<file path="config.mk">
export PLATFORM = sky130hd
export DESIGN_NAME = fixed_div_seq
export DESIGN_NICKNAME = d
export VERILOG_FILES = /design/src/rtl/fixed_pkg.sv /design/src/rtl/fixed_sat.sv /design/src/rtl/fixed_div_seq.sv
export SDC_FILE = /design/constraint.sdc
export NUM_CORES = 1
export LEC_CHECK = 0
export ABC_AREA = 1
export BUFFER_PORTS_ARGS = -buffer_cell sky130_fd_sc_hd__buf_4
export CORE_MARGIN = 3
export CORE_UTILIZATION = 40
export CTS_BUF_LIST = sky130_fd_sc_hd__clkbuf_16
export DETAILED_ROUTE_END_ITERATION = 10
export SLEW_MARGIN = 20
export SYNTH_ARGS = -nofsm -noshare
export SYNTH_HDL_FRONTEND = slang
export SYNTH_SLANG_ARGS = --single-unit
</file>
<file path="constraint.sdc">
create_clock -name clk -period 2.2 [get_ports clk]
set_clock_uncertainty 0.15 [all_clocks]
set_input_delay 0 -clock clk [delete_from_list [all_inputs] [get_ports clk]]
set_output_delay 0 -clock clk [all_outputs]
set_load 0.005 [all_outputs]
</file>
<file path="src/rtl/fixed_pkg.sv">
// Shared fixed-point definitions: default Q2.6 geometry, divider FSM states,
// saturation limits.
package fixed_pkg;
  localparam int DEF_WIDTH = 8;
  localparam int DEF_FRAC  = 6;

  typedef enum logic [1:0] {IDLE, CALC, DONE} state_t;

  localparam logic [DEF_WIDTH-1:0] SAT_MAX = {1'b0, {(DEF_WIDTH-1){1'b1}}};
  localparam logic [DEF_WIDTH-1:0] SAT_MIN = {1'b1, {(DEF_WIDTH-1){1'b0}}};
endpackage

</file>
<file path="src/rtl/fixed_sat.sv">
// Sign + unsigned wide magnitude -> saturated signed W-bit value and overflow flag.
// Also intended for requantising the multiply path.
module fixed_sat #(
  parameter int W     = 8,
  parameter int MAG_W = 14
) (
  input  logic             sign,
  input  logic [MAG_W-1:0] mag,
  output logic [W-1:0]     res,
  output logic             ovf
);
  localparam logic [MAG_W-1:0] POS_LIM = {{(MAG_W-W+1){1'b0}}, {(W-1){1'b1}}};
  localparam logic [MAG_W-1:0] NEG_LIM = POS_LIM + MAG_W'(1);
  localparam logic [W-1:0]     S_MAX   = {1'b0, {(W-1){1'b1}}};
  localparam logic [W-1:0]     S_MIN   = {1'b1, {(W-1){1'b0}}};

  always_comb begin
    res = '0;
    ovf = 1'b0;
    if (sign) begin
      // -2^(W-1) itself is representable, so the negative limit is one larger
      if (mag > NEG_LIM) begin
        res = S_MIN;
        ovf = 1'b1;
      end else begin
        res = W'(~mag[W-1:0]) + W'(1);
      end
    end else if (mag > POS_LIM) begin
      res = S_MAX;
      ovf = 1'b1;
    end else begin
      res = mag[W-1:0];
    end
  end
endmodule

</file>
<file path="src/rtl/fixed_div_seq.sv">
// Sequential signed Q(W-F).F restoring divider, one quotient bit per cycle.
// FIXED_DIV_ROUND_EN: compute one extra bit and round half away from zero.
module fixed_div_seq
  import fixed_pkg::*;
#(
  parameter int WIDTH = DEF_WIDTH,
  parameter int FRAC  = DEF_FRAC
) (
  input  logic             clk,
  input  logic             rst,
  input  logic             in_valid,
  output logic             in_ready,
  input  logic [WIDTH-1:0] a,
  input  logic [WIDTH-1:0] b,
  output logic             out_valid,
  input  logic             out_ready,
  output logic [WIDTH-1:0] quot,
  output logic             div_by_zero,
  output logic             overflow
);
`ifdef FIXED_DIV_ROUND_EN
  localparam int RND = 1;
`else
  localparam int RND = 0;
`endif
  localparam int NI = WIDTH + FRAC + RND;
  localparam int CW = $clog2(NI);
  localparam logic [WIDTH-1:0] S_MAX = {1'b0, {(WIDTH-1){1'b1}}};
  localparam logic [WIDTH-1:0] S_MIN = {1'b1, {(WIDTH-1){1'b0}}};

  state_t            state, state_nx;
  logic [CW-1:0]     cnt;
  logic [WIDTH-1:0]  rem, rem_nx, dvs, a_mag, b_mag;
  logic [WIDTH:0]    rem_sh;
  logic [NI-1:0]     dq, dq_nx, q_mag;
  logic              sgn, q_bit, b_zero;
  logic [WIDTH-1:0]  sat_q;
  logic              sat_ovf;

  assign a_mag  = a[WIDTH-1] ? (~a + WIDTH'(1)) : a;
  assign b_mag  = b[WIDTH-1] ? (~b + WIDTH'(1)) : b;
  assign b_zero = (b == '0);

  // dq starts as the shifted dividend; quotient bits fill in from the LSB
  assign rem_sh = {rem, dq[NI-1]};
  assign q_bit  = (rem_sh >= {1'b0, dvs});
  assign rem_nx = q_bit ? WIDTH'(rem_sh - {1'b0, dvs}) : rem_sh[WIDTH-1:0];
  assign dq_nx  = {dq[NI-2:0], q_bit};

`ifdef FIXED_DIV_ROUND_EN
  assign q_mag = NI'(dq_nx[NI-1:1]) + NI'(dq_nx[0]);
`else
  assign q_mag = dq_nx;
`endif

  fixed_sat #(.W(WIDTH), .MAG_W(NI)) u_sat (
    .sign (sgn),
    .mag  (q_mag),
    .res  (sat_q),
    .ovf  (sat_ovf)
  );

  always_ff @(posedge clk) begin
    if (!rst) state <= IDLE;
    else      state <= state_nx;
  end

  always_comb begin
    state_nx = state;
    case (state)
      IDLE:    if (in_valid) state_nx = b_zero ? DONE : CALC;
      CALC:    if (cnt == '0) state_nx = DONE;
      DONE:    if (out_ready) state_nx = IDLE;
      default: state_nx = IDLE;
    endcase
  end

  always_ff @(posedge clk) begin
    if (!rst) begin
      cnt         <= '0;
      rem         <= '0;
      dq          <= '0;
      dvs         <= '0;
      sgn         <= 1'b0;
      quot        <= '0;
      div_by_zero <= 1'b0;
      overflow    <= 1'b0;
    end else begin
      case (state)
        IDLE: if (in_valid) begin
          sgn <= a[WIDTH-1] ^ b[WIDTH-1];
          dq  <= {a_mag, {(NI-WIDTH){1'b0}}};
          dvs <= b_mag;
          rem <= '0;
          cnt <= CW'(NI-1);
          if (b_zero) begin
            quot        <= a[WIDTH-1] ? S_MIN : S_MAX;
            div_by_zero <= 1'b1;
            overflow    <= 1'b1;
          end
        end
        CALC: begin
          rem <= rem_nx;
          dq  <= dq_nx;
          cnt <= cnt - CW'(1);
          if (cnt == '0) begin
            quot        <= sat_q;
            div_by_zero <= 1'b0;
            overflow    <= sat_ovf;
          end
        end
        default: ;
      endcase
    end
  end

  assign in_ready  = (state == IDLE);
  assign out_valid = (state == DONE);
endmodule

</file>
---- Yosys cells after proc, flatten, opt, wreduce, memory -nomap -nowiden ----
Cells that the tools add are included.
operators by class
  order comparisons ....................... 3
  bitwise logic cells ..................... 4
  eq/ne operators ......................... 6
  mux-type cells .......................... 31
  add/sub/neg operators ................... 5
  reduce and logical (&&, ||, !) cells .... 8
operators by type and width
  cell                                                   count
  two-way mux 8 bit                                      11
  one-hot mux 8 bit (2 select lines)                     2
  one-hot mux 14 bit (2 select lines)                    1
  adder 8 x 1 -> 8 bit, second input constant            3
  NOT 8 bit                                              3
  > comparator 14 x 7 -> 1 bit, second input constant    1
  > comparator 14 x 8 -> 1 bit, second input constant    1
  two-way mux 14 bit                                     1
  greater-or-equal comparator 9 x 8 -> 1 bit             1
  logical NOT 8 bit                                      1
  two-way mux 2 bit                                      4
  one-hot mux 4 bit (2 select lines)                     1
  subtractor 8 bit                                       1
  two-way mux 1 bit                                      7
  one-hot mux 2 bit (3 select lines)                     1
  logical NOT 4 bit                                      1
  two-way mux 4 bit                                      1
  inequality test 2 x 1 -> 1 bit, second input constant  2
  inequality test 2 bit, second input constant           2
  one-hot mux 1 bit (2 select lines)                     2
  AND reduction 2 bit                                    2
  AND reduction 4 bit                                    1
  subtractor 4 x 1 -> 4 bit, second input constant       1
  AND reduction 3 bit                                    1
  other kinds (5)                                        5
word-level totals
  bits in registers ....................... 47
  bits of input ports ..................... 20
  output and inout bits ................... 12
  word-level logic and storage cells ...... 66

---- Logic depth before layout (Yosys ltp) ----
Gate-level depths: netlist (run 1).
  depth after elaboration ................. 7
  depth in mapped cells ................... 20
  mapped depth without buffers ............ 20

---- Hierarchy ----
A second synthesis (run 1) with hierarchy kept.
unflattened totals
  cell total of the unflattened synthesis .. 502
  area total of the unflattened synthesis .. 3186.8 µm²
by module, submodules not included
  module         instances  cells an instance  sequential area each (µm²)  area each (µm²)
  fixed_div_seq  1          419                940.9                       2806.4
  fixed_sat      1          83                 0.0                         380.4

---- Worst setup path before layout (run 1) ----
No wires, ideal clock.
  kind .................................... register to register
  start point ............................. reg dvs[2]
  end point ............................... reg quot[5]
  setup slack ............................. -0.192 ns
  path buffers ............................ 0
  arrival ................................. 2.172 ns
  setup time .............................. 0.070 ns
  required time ........................... 1.980 ns
  clock period less this slack ............ 2.392 ns
  stages on the path, launching flop included .. 19
  cells stage by stage .................... dfxtp_1 inv_1 ha_1 nand2_1 nand2_1 nand2_1 nand3_2 a21oi_4 ha_1 nand3_1 nor2_1 nand2_1 nand2_1 nand2_1 inv_1 nand3_1 nand2_1 nand2_1 a21oi_1
on the way
  cells in the longest elaborated chain, start to end .. 7
  elaborated cells between the ends (all ways) .. 10
  classes of those cells .................. add/sub (1); order compare (3); mux (5); bitwise (1)
ends and longest elaborated chain
  item                                            line                  RTL
  start, declared                                 fixed_div_seq.sv:33   logic [WIDTH-1:0] rem, rem_nx, dvs, a_mag, b_mag;
  start signal, assigned                          fixed_div_seq.sv:93   dvs <= b_mag;
  greater-or-equal comparator 9 x 8 -> 1 bit (*)  fixed_div_seq.sv:46   assign q_bit = (rem_sh >= {1'b0, dvs});
  NOT 8 bit                                       fixed_sat.sv:26       res = W'(~mag[W-1:0]) + W'(1);
  adder 8 x 1 -> 8 bit                            fixed_sat.sv:26
  two-way mux 8 bit                               fixed_sat.sv:22       if (mag > NEG_LIM) begin
  two-way mux 8 bit (*)                           fixed_sat.sv:20       if (sign) begin
  two-way mux 8 bit (*)                           fixed_div_seq.sv:106  if (cnt == '0) begin
  one-hot mux 8 bit (2 select lines) (*)          fixed_div_seq.sv:89   case (state)
  end signal, assigned                            fixed_div_seq.sv:97   quot <= a[WIDTH-1] ? S_MIN : S_MAX;
  end signal, assigned                            fixed_div_seq.sv:107  quot <= sat_q;
  end, declared                                   fixed_div_seq.sv:17   output logic [WIDTH-1:0] quot,
Mark *: on every way between the ends. The rest lies on a longest branch, timed or not. The select of a mux whose other input is x is not followed.
A chain may end at the register's enable or synchronous reset.

---- Worst setup path after layout (run 1) ----
  start point ............................. reg dvs[6]
  end point ............................... reg quot[3]
Same word-level chain as after synthesis.

==> flow_metrics.py, run 1 <==
metrics = {
    "power_and_ir_drop": {
        "leakagePower_nw": 1.702,
        "power.density_mw_per_mm2": 1711,
        "seqPwrFrac": 0.201,
        "pwr-share-comb": 0.666,
        "peakVddDrop_uv": 841.0,
        "p_int_mw": 3.652,
        "p_clk_frac": 0.133,
        "p_switching_mw": 3.034,
        "p_sw_frac": 0.4538,
    },
    "logic_synthesis": {
        "synth_top_area_frac": 0.3341,
        "synth_area_leader_cell": "dfxtp_1",
        "synthCells": 418,
        "synth.yosys.warnings": 0,
        "synth_fp_nets": 451,
        "synth_ff_type": "dfxtp_1",
        "postSynthAreaPerCell_um2": 6.738,
        "synth_area_leaders": "dfxtp_1 (33%), nand2_1 (14%), a21oi_1 (8.0%), o21ai_0 (6.4%), inv_1 (6.4%)",
        "ys_seq_elements": 47,
        "syn-cell-area_mm2": 0.002816,
        "async_reset_ff_frac": 0,
        "ys_types": 34,
        "synth_edf_count": 0,
        "ys_seq_area_frac": 0.3341,
    },
    "setup_path": {
        "worstPathRequired_ns": 2.27,
        "crit_arrival_ns": 2.37,
        "endpoint_kind": "register",
        "critical_path_class": "register to register",
        "reg2reg_depth": 20,
        "crit_chain": "inv_2 > ha_4 > nand2_2 > nand2_2 > nand2_1 > nand2_1 > inv_1 > nand2_2 > a21oi_4 > ha_4 > nand3_2 > nor2_1 > nand2_1 > nand2_2 > nand2_2 > inv_2 > nand3_1 > nand2_1 > nand2_1 > a21oi_1",
        "critPathMaxStageDelay_ns": 0.35,
        "cp-start-kind": "register",
        "r2r-start": "dvs[6]$_SDFFE_PN0P_",
        "slowest_stage": "dfxtp_2",
        "crit_fanout": 5,
        "reg2reg_to": "quot[3]$_SDFFE_PN0P_",
        "rrSetupSlack_ns": -0.10,
    },
    "clock_tree": {
        "path_clk_slew_ns": 0.07,
        "clock-sinks": 47,
        "htreeDepth": 2,
        "cts_buffer_depth": 2,
        "cts_tree": "done",
        "cts_made_buffers": 5,
        "clk_latency_ns": 0.29,
        "clockRootBuffer": "clkbuf_16",
    },
    "timing": {
        "finalCritPeriodShare": 1.046,
        "worst_slack_ns": -0.1002,
        "drv_slew": 0,
        "timing.max_slew.rel_slack": 0.6110,
        "layout_min_cycle_time_ns": 2.300,
        "tightestPinTransition_ns": 0.5828,
        "rsz0062_at_grt": "true",
        "holdWs_ns": 0.3220,
        "max_freq_ghz": 0.4347,
        "finalSetupTns_ns": -0.4901,
        "setup_viol": 7,
        "hold_viol_final": 0,
    },
    "cells_and_area": {
        "syn_to_final_growth_pct": 38.74,
        "stdcell_count": 586,
        "most-common-layout-cells": "nand2_1 (98), buf_4 (58), inv_1 (44)",
        "layout_commonest_cell": "nand2_1",
        "fillers": 611,
        "antennaDiodeCount": 0,
        "drive_gt1_frac": 0.2434,
        "final_nets": 525,
        "design_area_mm2": 0.003908,
    },
    "detailed_routing": {
        "first_pass_iters": 4,
        "route.detailed.drc": 0,
        "vias_per_cell": 4.993,
        "antenna_left": 0,
        "drtIter0Drc": 126,
        "wl_per_cell_um": 12.99,
        "vias": 2926,
        "drt-total-wl_mm": 7.610,
    },
    "placement": {
        "io_buffers": 31,
        "post-place-ws_ns": -0.07866,
        "dp_cells": 554,
        "place_congestion": 0.8454,
        "dp_hpwl_mm": 5.464,
        "dpl_cell_area_mm2": 0.003411,
    },
    "run_status": {
        "violations": "negative setup slack",
        "status": "finished, violations left",
    },
    "global_route": {
        "grtUsageTotal": 0.1962,
        "antenna_found_initial": 0,
        "overflow": 0,
        "grt_pass1_vias": 2889,
        "grt_max_degree": 24,
        "grt_pass1_wl_mm": 13.39,
    },
    "die": {
        "initial_core_util": 0.4288,
        "ios": 32,
        "core-area_mm2": 0.006568,
        "die_w_um": 89.91,
        "die_y_um": 89.91,
        "die_area_mm2": 0.008084,
        "row_count": 29,
    },
    "worst_hold_path": {
        "hp-start": "cnt[1]$_SDFFE_PN0P_",
        "worstHoldEndpoint": "cnt[1]$_SDFFE_PN0P_",
        "hold_path.class": "register to register",
        "min_path_cells": 2,
    },
    "run": {
        "max-cap-violations": 0,
    },
}
-- cell families after synthesis --
kind of cell,synth area share
buffers and inverters,0.09018
DFF,0.3341
AOI/OAI and AO/OA,0.2004
and+or+nand+nor,0.2652
adders and majority gates,0.06042
xor gates and xnor gates,0.04975
-- worst max path at each step --
stage | start | to | slack (ns) | cells past startpoint
after global routing | dvs[6]$_SDFFE_PN0P_ | quot[3]$_SDFFE_PN0P_ | -0.31 | 20
final | dvs[6]$_SDFFE_PN0P_ | quot[3]$_SDFFE_PN0P_ | -0.10 | 20
after global placement | dvs[6]$_SDFFE_PN0P_ | quot[2]$_SDFFE_PN0P_ | -0.07 | 18
after floorplan | dvs[4]$_SDFFE_PN0P_ | quot[5]$_SDFFE_PN0P_ | -0.03 | 18
after detailed placement | dvs[6]$_SDFFE_PN0P_ | quot[7]$_SDFFE_PN0P_ | -0.08 | 19
after CTS | dvs[6]$_SDFFE_PN0P_ | quot[5]$_SDFFE_PN0P_ | -0.03 | 20
-- registers in the layout, summed over array words and instances, names as in the netlist --
signal,cells
rem,8
state,2
cnt,4
overflow,1
dvs,8
sgn,1
quot,8
div_by_zero,1
dq,14
-- power groups by stage --
| stage | clock network [mW] | logic, mW | registers, mW |
|---|---|---|---|
| after detailed placement | 0 | 4.08 | 1.35 |
| after floorplan | 0 | 2.74 | 1.31 |
| final | 0.888 | 4.45 | 1.34 |
| after global routing | 0.934 | 5.02 | 1.37 |
| after global placement | 0 | 4.06 | 1.34 |
| after CTS | 0.903 | 4.30 | 1.34 |
-- critical path: cells and delay by family, from the launching register on --
family,cells,cell delay [ns]
AO/OA/AOI/OAI,2,0.28
AND/OR/NAND/NOR,13,0.85
flip-flops,1,0.35
buffers and inverters,3,0.18
adder cells (fa/ha/maj),2,0.41
-- cell usage after synthesis, types with 2 or more instances --
library cell	instances
nor2_1	26
inv_1	48
inv_2	4
o211ai_1	2
nand3b_1	2
a21oi_1	45
or2_2	4
a21oi_4	2
nand4_1	6
nand2_2	2
nand2_1	107
o221ai_1	2
nand3_1	15
buf_2	2
dfxtp_1	47
clkbuf_1	13
o31ai_1	2
nor3_1	5
xor2_1	11
ha_1	12
xnor2_1	5
o21ai_0	36
a31oi_1	9
-- through the flow --
| stage | total power [mW] | util |
|---|---|---|
| after global routing | 7.331 | 0.5950 |
| after global placement | 5.404 | 0.5193 |
| after detailed placement | 5.429 | 0.5193 |
| after floorplan | 4.048 | - |
| after CTS | 6.547 | 0.5898 |
| final | 6.685 | 0.5950 |
-- cell type report --
class	count	area (um2)	share of cell area
multi-input combinational	304	1787	0.4573
sequential	47	953.4	0.2440
timing repair buffer	82	675.6	0.1729
inverter	52	202.7	0.05187
clock buffer	5	125.1	0.03202
tap	93	116.4	0.02978
clock inverter	3	47.55	0.01217
-- what timing repair did --
item / in CTS / in global routing
hold endpoints to repair: 29 / 0
hold buffers: 24 / 0
resized for setup: 11 / 13
setup buffers: 1 / 1
setup endpoints to repair: 8 / 18
pin swaps: 2 / 12
-- routing by layer --
| metal | global-route usage | up-vias | routed length [um] |
|---|---|---|---|
| met3 | 0.02504 | 5 | 184 |
| met4 | 0.04592 | 0 | 43 |
| li1 | - | 1524 | - |
| met5 | 0 | - | 0 |
| met2 | 0.3528 | 49 | 3890 |
| met1 | 0.2495 | 1348 | 3492 |
Power figures use the tool's default switching activity.
==> run 2, diff against run 1 <==
CORE_UTILIZATION = 58   (was 40)
PLACE_DENSITY = 0.79   (was not set)
clock period = 2.53 ns   (was 2.2 ns; I/O delays follow)
==> flow_metrics.py, run 2 (synthesis results as in run 1) <==
metrics = {
    "worst_hold_path": {
        "hold_path.class": "input pin to register",
    },
    "die": {
        "die_area_mm2": 0.005728,
        "die_y_um": 75.69,
        "initial_core_util": 0.6211,
        "core-area_mm2": 0.004534,
        "die_w_um": 75.69,
        "ios": 32,
        "row_count": 24,
    },
    "global_route": {
        "grt_pass1_vias": 2740,
        "grt_pass1_wl_mm": 12.74,
        "overflow": 0,
        "grt_max_degree": 28,
        "grtUsageTotal": 0.2897,
        "grt_use_met3": 0.05145,
        "grt.busiest_layer": "met2",
        "use_met2": 0.4794,
        "grtUsageMet1": 0.3709,
        "antenna_found_initial": 0,
    },
    "cells_and_area": {
        "largest_register_ffs": 14,
        "most-common-layout-cells": "nand2_1 (101), inv_1 (45), a21oi_1 (44), dfxtp_1 (44), buf_4 (41)",
        "top_register": "dq",
        "fillers": 301,
        "antennaDiodeCount": 0,
        "final_nets": 508,
        "syn_to_final_growth_pct": 29.72,
        "layout_commonest_cell": "nand2_1",
        "drive_gt1_frac": 0.1765,
    },
    "clock_tree": {
        "cts_made_buffers": 5,
        "clock-sinks": 47,
        "cts_tree": "done",
        "clk_latency_ns": 0.29,
        "cts_buffer_depth": 2,
        "path_clk_slew_ns": 0.07,
        "clockRootBuffer": "clkbuf_16",
        "htreeDepth": 2,
    },
    "setup_path": {
        "cp-start-kind": "register",
        "worstPathRequired_ns": 2.52,
        "crit_fanout": 4,
        "crit_arrival_ns": 2.35,
        "critical_path_class": "register to register",
        "endpoint_kind": "register",
    },
    "detailed_routing": {
        "drtIter0Drc": 272,
        "antenna_left": 0,
        "vias": 3035,
        "drt-total-wl_mm": 7.914,
        "vias_per_cell": 5.610,
        "first_pass_iters": 5,
        "wl_per_cell_um": 14.63,
        "route.detailed.drc": 0,
    },
    "power_and_ir_drop": {
        "leakagePower_nw": 1.611,
        "peakVddDrop_uv": 843.8,
        "power.density_mw_per_mm2": 1487,
        "finalPower_mw": 5.432,
    },
    "timing": {
        "timing.max_slew.rel_slack": 0.4351,
        "layout_min_cycle_time_ns": 2.357,
        "max_freq_ghz": 0.4243,
        "drv_slew": 0,
        "worst_slack_ns": 0.1734,
        "tightestPinTransition_ns": 0.8465,
        "hold_viol_final": 0,
        "finalCritPeriodShare": 0.9315,
        "setup_viol": 0,
    },
    "placement": {
        "io_buffers": 31,
        "dp_hpwl_mm": 4.987,
        "post-place-ws_ns": 0.03348,
        "place_congestion": 0.9228,
    },
    "run": {
        "max-cap-violations": 0,
    },
    "run_status": {
        "status": "finished clean",
    },
}
run 2: final timing paths:
path | endpoint | cells past startpoint | startpoint | slack, ns
worst min-delay path | dq[9]$_SDFFE_PN0P_ | 4 | a[3] | 0.03
worst min register to register | cnt[1]$_SDFFE_PN0P_ | 2 | cnt[1]$_SDFFE_PN0P_ | 0.32
worst max register to register | quot[7]$_SDFFE_PN0P_ | 17 | dq[13]$_SDFFE_PN0P_ | 0.17
worst max-delay path | quot[7]$_SDFFE_PN0P_ | 17 | dq[13]$_SDFFE_PN0P_ | 0.17
run 2: final cells by class:
class	instances	area (um2)	area share
clock buffer	5	125.1	0.03425
inverter	52	198.9	0.05445
tap	65	81.33	0.02226
multi-input combinational	304	1717	0.4699
timing repair buffer	65	548.0	0.1500
sequential	47	944.7	0.2586
clock inverter	3	38.79	0.01062
run 2: report_power, final:
part	leakage [nW]	total, mW	switching (mW)	internal [mW]
Sequential	0.386	1.16	0.190	0.967
Combinational	1.14	3.53	2.09	1.44
Clock	0.0812	0.741	0.280	0.461
run 2: worst max-delay path, stage by stage (launching register included):
cell      delay, ns
dfxtp_1        0.37
inv_1          0.06
ha_1           0.31
nand2_2        0.09
nor2_1         0.05
nand3b_1       0.09
nand2_2        0.08
a21oi_4        0.15
ha_4           0.16
nand3_2        0.08
nor2_1         0.09
nand2_1        0.08
nand2_2        0.10
o21ai_0        0.08
inv_1          0.11
nand2_1        0.06
nand2_1        0.06
a21oi_1        0.05
run 2: repair_timing:
action / CTS / global route
resized for setup: 1 / 24
hold buffers: 24 / 0
buffers inserted: 0 / 3
pin swaps: 0 / 2
endpoints found under the hold margin: 27 / 0
endpoints found under the setup margin: 3 / 10
run 2: per-stage QoR:
| step | instances | instance area [um2] | hold WS, ns | utilization | setup TNS, ns |
|---|---|---|---|---|---|
| after global routing | 541 | 3654 | 0.05454 | 0.8057 | -0.1564 |
| after floorplan | 418 | 2816 | -0.01169 | - | 0 |
| final | 541 | 3654 | 0.03367 | 0.8057 | 0 |
| after CTS | 538 | 3541 | 0.003169 | 0.7809 | 0 |
| after global placement | 506 | 3124 | 0.1221 | 0.6890 | 0 |
| after detailed placement | 506 | 3124 | 0.1261 | 0.6890 | 0 |
run 2: metal layers:
metal,up-vias,part of all wire
li1,1488,-
met1,1387,0.43
met2,129,0.47
met3,31,0.063
met4,0,0.035
met5,-,0
